<file path="config.mk">
export PLATFORM = sky130hd
export DESIGN_NAME = multiplier_top_dft_flat
export DESIGN_NICKNAME = d
export VERILOG_FILES = /design/src/rtl/multiplier_top_dft_if.sv /design/src/rtl/multiplier_top_dft.sv /design/src/flat_wrapper.sv
export SDC_FILE = /design/constraint.sdc
export NUM_CORES = 1
export LEC_CHECK = 0
export CORE_UTILIZATION = 45
export CTS_CLUSTER_SIZE = 12
export DETAILED_ROUTE_END_ITERATION = 16
export PLACE_DENSITY = 0.71
export SYNTH_ARGS = -nofsm -noshare
export SYNTH_HDL_FRONTEND = slang
export SYNTH_SLANG_ARGS = --single-unit
export TNS_END_PERCENT = 20
</file>
<file path="constraint.sdc">
create_clock -name clk -period 0.8 [get_ports clk]
set_input_delay 0.12 -clock clk [delete_from_list [all_inputs] [get_ports clk]]
set_output_delay 0.12 -clock clk [all_outputs]
set_load 0.005 [all_outputs]
</file>
<file path="src/rtl/multiplier_top_dft_if.sv">
// Operand/product bundle for the Booth multiplier, including the DFT observation vectors.
interface multiplier_top_dft_if;
    logic [15:0] Multiplicant;
    logic [15:0] Multiplier;
    logic [31:0] result;
    logic [31:0] PP0, PP1, PP2, PP3, PP4, PP5, PP6, PP7;
    logic [31:0] Sum;
    logic [31:0] Carry;

    modport master (
        output Multiplicant, Multiplier,
        input  result, PP0, PP1, PP2, PP3, PP4, PP5, PP6, PP7, Sum, Carry
    );

    modport slave (
        input  Multiplicant, Multiplier,
        output result, PP0, PP1, PP2, PP3, PP4, PP5, PP6, PP7, Sum, Carry
    );
endinterface

</file>
<file path="src/rtl/multiplier_top_dft.sv">
// Signed 16x16 radix-4 Booth multiplier with a 3:2 carry-save tree, single output register
// stage, and the partial products plus final sum/carry vectors exposed for observation.
module multiplier_top_dft (
    input  logic                 clk,
    input  logic                 rst_n,
    multiplier_top_dft_if.slave  mul_if
);
    localparam int unsigned OP_W   = 16;
    localparam int unsigned PROD_W = 32;
    localparam int unsigned NUM_PP = 8;

    logic [OP_W:0]       b_ext;
    logic [PROD_W-1:0]   a_ext;
    logic [PROD_W-1:0]   pp_c [NUM_PP];
    logic [PROD_W-1:0]   s1, c1, s2, c2, s3, c3, s4, c4, s5, c5;
    logic [PROD_W-1:0]   sum_c, carry_c, result_c;

    logic [PROD_W-1:0]   pp_q [NUM_PP];
    logic [PROD_W-1:0]   sum_q, carry_q, result_q;

    // Implicit B[-1] = 0 appended below the LSB so every digit sees a full triplet.
    assign b_ext = {mul_if.Multiplier, 1'b0};
    assign a_ext = {{(PROD_W-OP_W){mul_if.Multiplicant[OP_W-1]}}, mul_if.Multiplicant};

    for (genvar gi = 0; gi < NUM_PP; gi++) begin : g_booth
        logic [2:0]        trip;
        logic [PROD_W-1:0] mag;
        logic [PROD_W-1:0] sel;
        logic              neg;

        assign trip = b_ext[2*gi+2 -: 3];

        always_comb begin
            mag = '0;
            neg = 1'b0;
            case (trip)
                3'b001, 3'b010: mag = a_ext;
                3'b011:         mag = a_ext << 1;
                3'b100: begin
                    mag = a_ext << 1;
                    neg = 1'b1;
                end
                3'b101, 3'b110: begin
                    mag = a_ext;
                    neg = 1'b1;
                end
                default:        mag = '0;
            endcase
            sel = neg ? (~mag + PROD_W'(1)) : mag;
        end

        assign pp_c[gi] = sel << (2*gi);
    end

    // 3:2 compressor; carries out of the top bit are dropped by the shift.
    function automatic logic [2*PROD_W-1:0] csa(input logic [PROD_W-1:0] x,
                                                input logic [PROD_W-1:0] y,
                                                input logic [PROD_W-1:0] z);
        logic [PROD_W-1:0] s;
        logic [PROD_W-1:0] c;
        s = x ^ y ^ z;
        c = ((x & y) | (x & z) | (y & z)) << 1;
        return {c, s};
    endfunction

    // Wallace reduction 8 -> 6 -> 4 -> 3 -> 2.
    assign {c1, s1}           = csa(pp_c[0], pp_c[1], pp_c[2]);
    assign {c2, s2}           = csa(pp_c[3], pp_c[4], pp_c[5]);
    assign {c3, s3}           = csa(s1, c1, s2);
    assign {c4, s4}           = csa(c2, pp_c[6], pp_c[7]);
    assign {c5, s5}           = csa(s3, c3, s4);
    assign {carry_c, sum_c}   = csa(s5, c5, c4);

    assign result_c = sum_c + carry_c;

    always_ff @(posedge clk or negedge rst_n) begin
        if (!rst_n) begin
            for (int i = 0; i < NUM_PP; i++) pp_q[i] <= '0;
            sum_q    <= '0;
            carry_q  <= '0;
            result_q <= '0;
        end else begin
            for (int i = 0; i < NUM_PP; i++) pp_q[i] <= pp_c[i];
            sum_q    <= sum_c;
            carry_q  <= carry_c;
            result_q <= result_c;
        end
    end

    assign mul_if.result = result_q;
    assign mul_if.Sum    = sum_q;
    assign mul_if.Carry  = carry_q;
    assign mul_if.PP0    = pp_q[0];
    assign mul_if.PP1    = pp_q[1];
    assign mul_if.PP2    = pp_q[2];
    assign mul_if.PP3    = pp_q[3];
    assign mul_if.PP4    = pp_q[4];
    assign mul_if.PP5    = pp_q[5];
    assign mul_if.PP6    = pp_q[6];
    assign mul_if.PP7    = pp_q[7];
endmodule

</file>
<file path="src/flat_wrapper.sv">
// flat-port wrapper written by rule: the top's interface ports become plain ports
module multiplier_top_dft_flat 
  (clk, rst_n, mul_if_Multiplicant, mul_if_Multiplier, mul_if_result, mul_if_PP0, mul_if_PP1, mul_if_PP2, mul_if_PP3, mul_if_PP4, mul_if_PP5, mul_if_PP6, mul_if_PP7, mul_if_Sum, mul_if_Carry);
  multiplier_top_dft_if mul_if_i ();
  input  logic clk;
  input  logic rst_n;
  input wire logic [$bits(mul_if_i.Multiplicant)-1:0] mul_if_Multiplicant;
  input wire logic [$bits(mul_if_i.Multiplier)-1:0] mul_if_Multiplier;
  output wire logic [$bits(mul_if_i.result)-1:0] mul_if_result;
  output wire logic [$bits(mul_if_i.PP0)-1:0] mul_if_PP0;
  output wire logic [$bits(mul_if_i.PP1)-1:0] mul_if_PP1;
  output wire logic [$bits(mul_if_i.PP2)-1:0] mul_if_PP2;
  output wire logic [$bits(mul_if_i.PP3)-1:0] mul_if_PP3;
  output wire logic [$bits(mul_if_i.PP4)-1:0] mul_if_PP4;
  output wire logic [$bits(mul_if_i.PP5)-1:0] mul_if_PP5;
  output wire logic [$bits(mul_if_i.PP6)-1:0] mul_if_PP6;
  output wire logic [$bits(mul_if_i.PP7)-1:0] mul_if_PP7;
  output wire logic [$bits(mul_if_i.Sum)-1:0] mul_if_Sum;
  output wire logic [$bits(mul_if_i.Carry)-1:0] mul_if_Carry;
  assign mul_if_i.Multiplicant = mul_if_Multiplicant;
  assign mul_if_i.Multiplier = mul_if_Multiplier;
  assign mul_if_result = mul_if_i.result;
  assign mul_if_PP0 = mul_if_i.PP0;
  assign mul_if_PP1 = mul_if_i.PP1;
  assign mul_if_PP2 = mul_if_i.PP2;
  assign mul_if_PP3 = mul_if_i.PP3;
  assign mul_if_PP4 = mul_if_i.PP4;
  assign mul_if_PP5 = mul_if_i.PP5;
  assign mul_if_PP6 = mul_if_i.PP6;
  assign mul_if_PP7 = mul_if_i.PP7;
  assign mul_if_Sum = mul_if_i.Sum;
  assign mul_if_Carry = mul_if_i.Carry;
  multiplier_top_dft u_core (.clk(clk), .rst_n(rst_n), .mul_if(mul_if_i));
endmodule
</file>
==> out/qor.csv, run 1 <==
stage,metric,value,unit
status,status,finished with violations,
status,failing checks,setup timing,
timing,Final Hold Fails,0,
finish,Layout fillers,2834,
finish,Final Non-Filler Cells,4006,
place,PortBufs,323,
clock_tree,CTS tree,done,
worst_setup_path,"CP delay by family, top",adder cells,
detailed_routing,Iter 0 DRT Violations,2582,
clock_tree,# clock sinks,282,
clock_tree,CTS Buf Count,29,
global_routing,met1 global-route usage,0.533,
finish,synthesis-to-layout area growth,71.6,%
detailed_routing,Routed Antenna Nets,0,
worst_hold_path,Hold Path Class,input pin to flip-flop,
floorplanning,Starting Density,0.459,
global_routing,vias in the first global route,22788,
place,placed cells,3756,
worst_setup_path,Max Fanout on Critical Path,5,
logic_synthesis,ys flop type,dfrtp_1,
worst_setup_path,path type of the worst setup path,input pin to flip-flop,
place,DP HPWL,70700,um
detailed_routing,drt drc,0,
timing,fin crit share,7.74,
worst_setup_path,max incr delay on CP,0.59,ns
floorplanning,die width,215,um
floorplanning,Core Area,44500,um2
timing,setup TNS,-755.46,ns
run,max-cap violations,0,
global_routing,first-pass GRT wire length,140000,um
global_routing,gr busiest metal,met2,
place,Placed Area,30400,um2
power,VDD IR max,4.89,mV
worst_setup_path,crit-path most repeated cell,a21o_1,
global_routing,GR Util met2,0.667,
logic_synthesis,Synth Register Bits,282,
finish,final core occ,0.787,
timing,Peak Freq,161,MHz
detailed_routing,via/cell ratio,5.66,
worst_setup_path,Crit-path slowest cell,fa_2,
floorplanning,die area,46200,um2
finish,NumNets Final,3629,
timing,Setup WS post-layout,-5.40,ns
timing,Tmin final,6.20,ns
finish,Ant. Diodes,0,
logic_synthesis,Mapped Cells,2204,
logic_synthesis,Avg Inst Size Synth,9.26,um2
clock_tree,Root Driver,clkbuf_16,
detailed_routing,drt total wl,99000,um
global_routing,"Remaining Overflow, GRT",0,
finish,design area,35000,um2
floorplanning,chip height,215,um
logic_synthesis,sequential element share of the synthesized area,0.346,
worst_setup_path,Crit. End Element,flip-flop,
worst_hold_path,Hold Path Stages,3,
detailed_routing,DRT Pass-1 Iters,6,
global_routing,met3 Usage GRT,0.0541,
worst_setup_path,WP buf/inv,7,
detailed_routing,Routed WL per cell,24.7,um
timing,Final Setup Violations,566,
timing,actual slew at the worst max-slew pin,0.649,ns
detailed_routing,via count,22684,
global_routing,initial antenna violation count,0,
logic_synthesis,Post-Syn Area,20400,um2
floorplanning,io pins,386,
worst_setup_path,Crit path arrival time,6.68,ns
logic_synthesis,Post-synth EDFFs,0,
place,routability-driven placement congestion ratio,0.993,
worst_setup_path,required time worst endpoint,1.29,ns
worst_setup_path,Worst Setup Start Kind,input pin,
clock_tree,clock transition at the registers of the reported paths,0.06,ns
timing,Max Slew Vio Count,0,
worst_hold_path,Worst Hold Path EP,u_core.mul_if.PP1[7]$_DFF_PN0_,
global_routing,largest net degree at the start of global routing,41,
clock_tree,clock tree buffer depth,3,
power,leakage power,16.3,nW
clock_tree,Max H-tree Level,1,
finish,layout cells sized above 1,0.446,
logic_synthesis,synth warn,0,
timing,Worst slew margin,0.567,
power,Pwr Density,4570,nW/um2
logic_synthesis,Synth async-reset ratio,1.00,
global_routing,Overall Global Routing Usage,0.403,
timing,RSZ-0062 raised after global routing,yes,
logic_synthesis,"Distinct cells, synth",95,
worst_hold_path,critical hold path startpoint,mul_if_Multiplier[1],
floorplanning,num rows,77,
place,pre-CTS setup slack,-6.41,ns
==> cell usage in the layout, fill, tap and decap left out, types with 25 or more instances in the layout <==
master           count
a21o_1              25
a21oi_1             69
a22oi_1             38
buf_4              838
buf_6              143
clkbuf_16           29
clkdlybuf4s50_1    296
conb_1              62
dfrtp_1            282
fa_1                73
fa_2                55
ha_4                34
inv_1              170
inv_2               64
nand2_1            174
nor2_1             124
o21a_1              25
o21ai_0             94
o21ai_2             26
xnor2_1             89
xnor2_2             27
xor2_1              34
==> where the power goes <==
part	total (mW)	switching (mW)	leakage (nW)	internal, mW
Combinational	127	60.4	12.4	67.1
Sequential	19.9	1.24	3.45	18.7
Clock	12.8	5.51	0.419	7.33
==> final cells by class <==
| cell class | instances | area (um2) | area share |
|---|---|---|---|
| Multi-Input combinational cell | 1516 | 13800 | 0.394 |
| Inverter | 246 | 948 | 0.0271 |
| Timing Repair Buffer | 1326 | 11600 | 0.332 |
| Clock inverter | 4 | 53.8 | 0.00154 |
| Clock buffer | 40 | 817 | 0.0233 |
| Sequential cell | 282 | 7060 | 0.201 |
| Tap cell | 592 | 741 | 0.0211 |
==> metal layers <==
layer | wire length [um] | share of wire | vias up
met1 | 38500 | 0.39 | 11299
li1 | - | - | 9687
met5 | 0 | 0 | -
met3 | 8350 | 0.084 | 347
met4 | 5340 | 0.054 | 0
met2 | 46800 | 0.47 | 1351
==> logic make-up (layout without fill, tap and decap cells) <==
logic type,after synthesis,in the layout,synth area share
compound gates,564,564,0.190
xor+xnor,163,163,0.0721
fa+ha+maj,194,194,0.166
buf+inv,467,1616,0.102
flops,282,282,0.346
mux,11,11,0.00637
other cells,1,62,0.000184
simple gates,522,522,0.118
==> worst max-delay path by stage <==
| stage | from | endpoint | depth (start not counted) |
|---|---|---|---|
| finish | mul_if_Multiplicant[7] | u_core.mul_if.result[29]$_DFF_PN0_ | 30 |
| global placement | mul_if_Multiplier[3] | u_core.mul_if.result[29]$_DFF_PN0_ | 29 |
| global route | mul_if_Multiplier[2] | u_core.mul_if.result[31]$_DFF_PN0_ | 31 |
| floorplan | mul_if_Multiplier[3] | u_core.mul_if.result[31]$_DFF_PN0_ | 33 |
| detailed placement | mul_if_Multiplier[3] | u_core.mul_if.result[29]$_DFF_PN0_ | 30 |
| CTS | mul_if_Multiplier[9] | u_core.mul_if.result[30]$_DFF_PN0_ | 27 |
==> state kept, by name, summed over array words and instances, names as in the netlist <==
name	cells
u_core.mul_if.Sum	30
u_core.mul_if.PP3	26
u_core.mul_if.PP2	28
u_core.mul_if.PP5	22
u_core.mul_if.PP7	18
u_core.mul_if.PP1	30
u_core.mul_if.PP4	24
u_core.mul_if.Carry	26
u_core.mul_if.result	26
u_core.mul_if.PP6	20
u_core.mul_if.PP0	32
==> worst min-delay path: stages <==
cell	delay (ns)
buf_6	0.14
o21a_1	0.20
buf_4	0.13
==> timing repair <==
action                                  in CTS  in global routing
pin swaps                                  180                197
resized for setup                          373                277
gates cloned                                 1                  0
endpoints found under the hold margin      285                  0
hold buffers                                 2                  0
buffers inserted                           171                 81
endpoints found under the setup margin     571                567
==> cell usage after synthesis, types with 12 or more instances <==
library cell | n | area (um2)
buf_2 | 22 | 110
ha_1 | 66 | 826
a22oi_1 | 51 | 383
buf_4 | 74 | 556
o31ai_1 | 19 | 143
nand2b_1 | 15 | 93.8
clkbuf_1 | 95 | 357
o221ai_1 | 19 | 166
a31oi_1 | 13 | 81.3
a21o_1 | 26 | 195
nand3_1 | 25 | 125
o311ai_0 | 12 | 105
and2_1 | 12 | 75.1
xor2_1 | 40 | 350
o21a_1 | 27 | 203
a21oi_1 | 93 | 465
or2_2 | 20 | 125
dfrtp_1 | 282 | 7060
fa_1 | 128 | 2560
nor3_1 | 27 | 135
inv_1 | 242 | 908
nor2_1 | 147 | 552
xnor2_1 | 118 | 1030
a221o_1 | 15 | 150
nand2_1 | 200 | 751
o21ai_0 | 142 | 711
or3_1 | 12 | 75.1
buf_1 | 28 | 105
==> through the flow <==
stage          hold slack, ns  power, mW
6_report               0.0614        160
3_3_place_gp           0.0696        105
4_1_cts                0.0954        141
5_1_grt                0.0439        166
2_1_floorplan          -0.176       67.3
3_5_place_dp           0.0728        108
(Power assumes the default switching activity.)
==> run 2, diff against run 1 <==
--- a/config.mk
+++ b/config.mk
@@ -9,6 +9,7 @@
 export CTS_CLUSTER_SIZE = 12
 export DETAILED_ROUTE_END_ITERATION = 16
 export PLACE_DENSITY = 0.71
+export SKIP_CTS_REPAIR_TIMING = 1
 export SYNTH_ARGS = -nofsm -noshare
 export SYNTH_HDL_FRONTEND = slang
 export SYNTH_SLANG_ARGS = --single-unit
==> run 2 against run 1 <==
Net effect:
- the flow still finishes with violations (setup timing)
- non-clock buffer count fell by 127
- fmax rose by 0.17%
- design area fell by 5.0%
- sequential power barely moved
- critical path type unchanged
- critical endpoint is now u_core.mul_if.result[30]$_DFF_PN0_
- highest routed layer unchanged
==> out/qor.csv, run 2 (same netlist as run 1, synthesis figures left out) <==
stage,metric,value,unit,change
timing,fin crit share,7.73,,was 7.74
status,failing checks,setup timing,,unchanged
timing,Worst slew margin,0.602,,was 0.567
place,routability-driven placement congestion ratio,0.993,,unchanged
power,Pwr Density,4270,nW/um2,was 4570 nW/um2
timing,Final Hold Fails,0,,unchanged
timing,RSZ-0062 raised after global routing,yes,,unchanged
power,P_sw,58.3,mW,was 67.2 mW
power,leakage power,15.6,nW,was 16.3 nW
clock_tree,CTS tree,done,,unchanged
detailed_routing,via count,21307,,was 22684
detailed_routing,drt total wl,90100,um,was 99000 um
floorplanning,chip height,215,um,unchanged
timing,Hold Worst Slack,0.0894,ns,was 0.0614 ns
power,total power,142,mW,was 160 mW
clock_tree,clock tree buffer depth,3,,unchanged
finish,Layout fillers,3135,,was 2834
finish,NumNets Final,3502,,was 3629
worst_hold_path,Hold Path Class,input pin to flip-flop,,unchanged
timing,Tmin final,6.18,ns,was 6.20 ns
power,Reg power frac,0.139,,was 0.124
finish,max reg flops,32,,unchanged
worst_setup_path,Worst Setup Start Kind,input pin,,unchanged
place,PortBufs,323,,unchanged
worst_setup_path,path type of the worst setup path,input pin to flip-flop,,unchanged
timing,Final Setup Violations,566,,unchanged
timing,setup TNS,-734.36,ns,was -755.46 ns
detailed_routing,Routed Antenna Nets,0,,unchanged
detailed_routing,drt drc,0,,unchanged
timing,actual slew at the worst max-slew pin,0.598,ns,was 0.649 ns
clock_tree,Max H-tree Level,1,,unchanged
global_routing,Overall Global Routing Usage,0.373,,was 0.403
global_routing,"Remaining Overflow, GRT",0,,unchanged
power,Comb pwr share,0.771,,was 0.796
worst_hold_path,Hold Path Stages,3,,unchanged
place,placed cells,3756,,unchanged
detailed_routing,Iter 0 DRT Violations,2177,,was 2582
floorplanning,Core Area,44500,um2,unchanged
finish,"leading cell type in the layout, fill and taps excluded",buf_4,,unchanged
detailed_routing,via/cell ratio,5.49,,was 5.66
finish,layout cells sized above 1,0.403,,was 0.446
global_routing,first-pass GRT wire length,129000,um,was 140000 um
global_routing,largest net degree at the start of global routing,41,,unchanged
clock_tree,Root Driver,clkbuf_16,,unchanged
floorplanning,die area,46200,um2,unchanged
timing,Peak Freq,162,MHz,was 161 MHz
timing,Setup WS post-layout,-5.38,ns,was -5.40 ns
power,VDD IR max,4.72,mV,was 4.89 mV
worst_setup_path,required time worst endpoint,1.28,ns,was 1.29 ns
clock_tree,clock transition at the registers of the reported paths,0.06,ns,about the same
finish,register area,7060,um2,unchanged
timing,Max Slew Vio Count,0,,unchanged
clock_tree,CTS Buf Count,29,,unchanged
floorplanning,num rows,77,,unchanged
floorplanning,Starting Density,0.459,,unchanged
clock_tree,# clock sinks,282,,unchanged
power,power share of the clock group,0.090,,was 0.080
floorplanning,die width,215,um,unchanged
global_routing,vias in the first global route,21211,,was 22788
finish,Multi-input gate area,13400,um2,was 13800 um2
status,status,finished with violations,,unchanged
worst_hold_path,critical hold path startpoint,mul_if_Multiplier[1],,unchanged
place,pre-CTS setup slack,-6.41,ns,unchanged
place,DP HPWL,70700,um,unchanged
finish,most frequent cells in the layout,"buf_4, clkdlybuf4s50_1, dfrtp_1, inv_1, nand2_1",,"was buf_4, clkdlybuf4s50_1, dfrtp_1, nand2_1, inv_1"
worst_hold_path,Worst Hold Path EP,u_core.mul_if.PP1[7]$_DFF_PN0_,,unchanged
worst_setup_path,Max Fanout on Critical Path,11,,was 5
floorplanning,io pins,386,,unchanged
finish,Final Non-Filler Cells,3879,,was 4006
run,max-cap violations,0,,unchanged
worst_setup_path,Crit. End Element,flip-flop,,unchanged
global_routing,initial antenna violation count,0,,unchanged
power,Cell Int Power,83.9,mW,was 93.0 mW
worst_setup_path,Crit path arrival time,6.66,ns,was 6.68 ns
finish,Ant. Diodes,0,,unchanged
power,Sw Share,0.410,,was 0.419
detailed_routing,DRT Pass-1 Iters,6,,unchanged
finish,synthesis-to-layout area growth,63.0,%,was 71.6%
detailed_routing,Routed WL per cell,23.2,um,was 24.7 um
==> run 2: per-layer routing <==
layer,GRT usage,part of all wire,routed length [um],vias up
met2,0.615,0.48,42900,1032
li1,-,-,-,9433
met1,0.513,0.41,36700,10654
met3,0.0435,0.080,7220,188
met5,0,0,0,-
met4,0.119,0.036,3280,0
==> run 2: critical path, cell delays in order <==
cell            delay, ns
dlymetal6s2s_1       0.15
buf_6                0.13
buf_12               0.14
a22oi_2              0.14
ha_2                 0.22
o21ai_2              0.06
a221o_1              0.29
or2_1                0.27
buf_4                0.15
or3_4                0.41
nand2_4              0.08
xnor2_2              0.10
nor2_1               0.06
or3_4                0.41
inv_2                0.07
fa_2                 0.50
fa_2                 0.58
fa_2                 0.44
fa_2                 0.60
inv_2                0.05
ha_4                 0.28
nand3_4              0.06
or2_4                0.25
o31a_1               0.36
o31a_1               0.38
a21oi_2              0.16
xor2_1               0.19
==> run 2: layout make-up <==
class	instances	share of cell area
well taps	592	0.0223
clock inverters	4	0.00162
multi-input cells	1516	0.402
flip-flops and latches	282	0.212
inverters	246	0.0281
clock buffers	40	0.0245
repair buffers	1199	0.309
==> run 2: per-stage QoR <==
| stage | util | instance area, um2 |
|---|---|---|
| after detailed placement | 0.683 | 30400 |
| after floorplan | - | 21600 |
| after global placement | 0.683 | 30400 |
| after global routing | 0.748 | 33300 |
| after CTS | 0.703 | 31300 |
| final | 0.748 | 33300 |
==> run 2: how the worst max path moves through the flow <==
stage	startpoint	cells after the start	end
after floorplan	mul_if_Multiplier[3]	33	u_core.mul_if.result[31]$_DFF_PN0_
after global placement	mul_if_Multiplier[3]	29	u_core.mul_if.result[29]$_DFF_PN0_
after detailed placement	mul_if_Multiplier[3]	30	u_core.mul_if.result[29]$_DFF_PN0_
after CTS	mul_if_Multiplier[3]	30	u_core.mul_if.result[31]$_DFF_PN0_
after global routing	mul_if_Multiplicant[0]	30	u_core.mul_if.result[28]$_DFF_PN0_
final	mul_if_Multiplicant[1]	27	u_core.mul_if.result[30]$_DFF_PN0_
==> run 2: power by group through the flow <==
stage	clock (mW)	combinational (mW)	sequential, mW
after floorplan	0	47.0	20.3
after global placement	0	85.4	20.0
after detailed placement	0	88.4	20.0
after CTS	12.9	89.7	19.8
after global routing	13.5	116	20.0
final	12.7	110	19.8
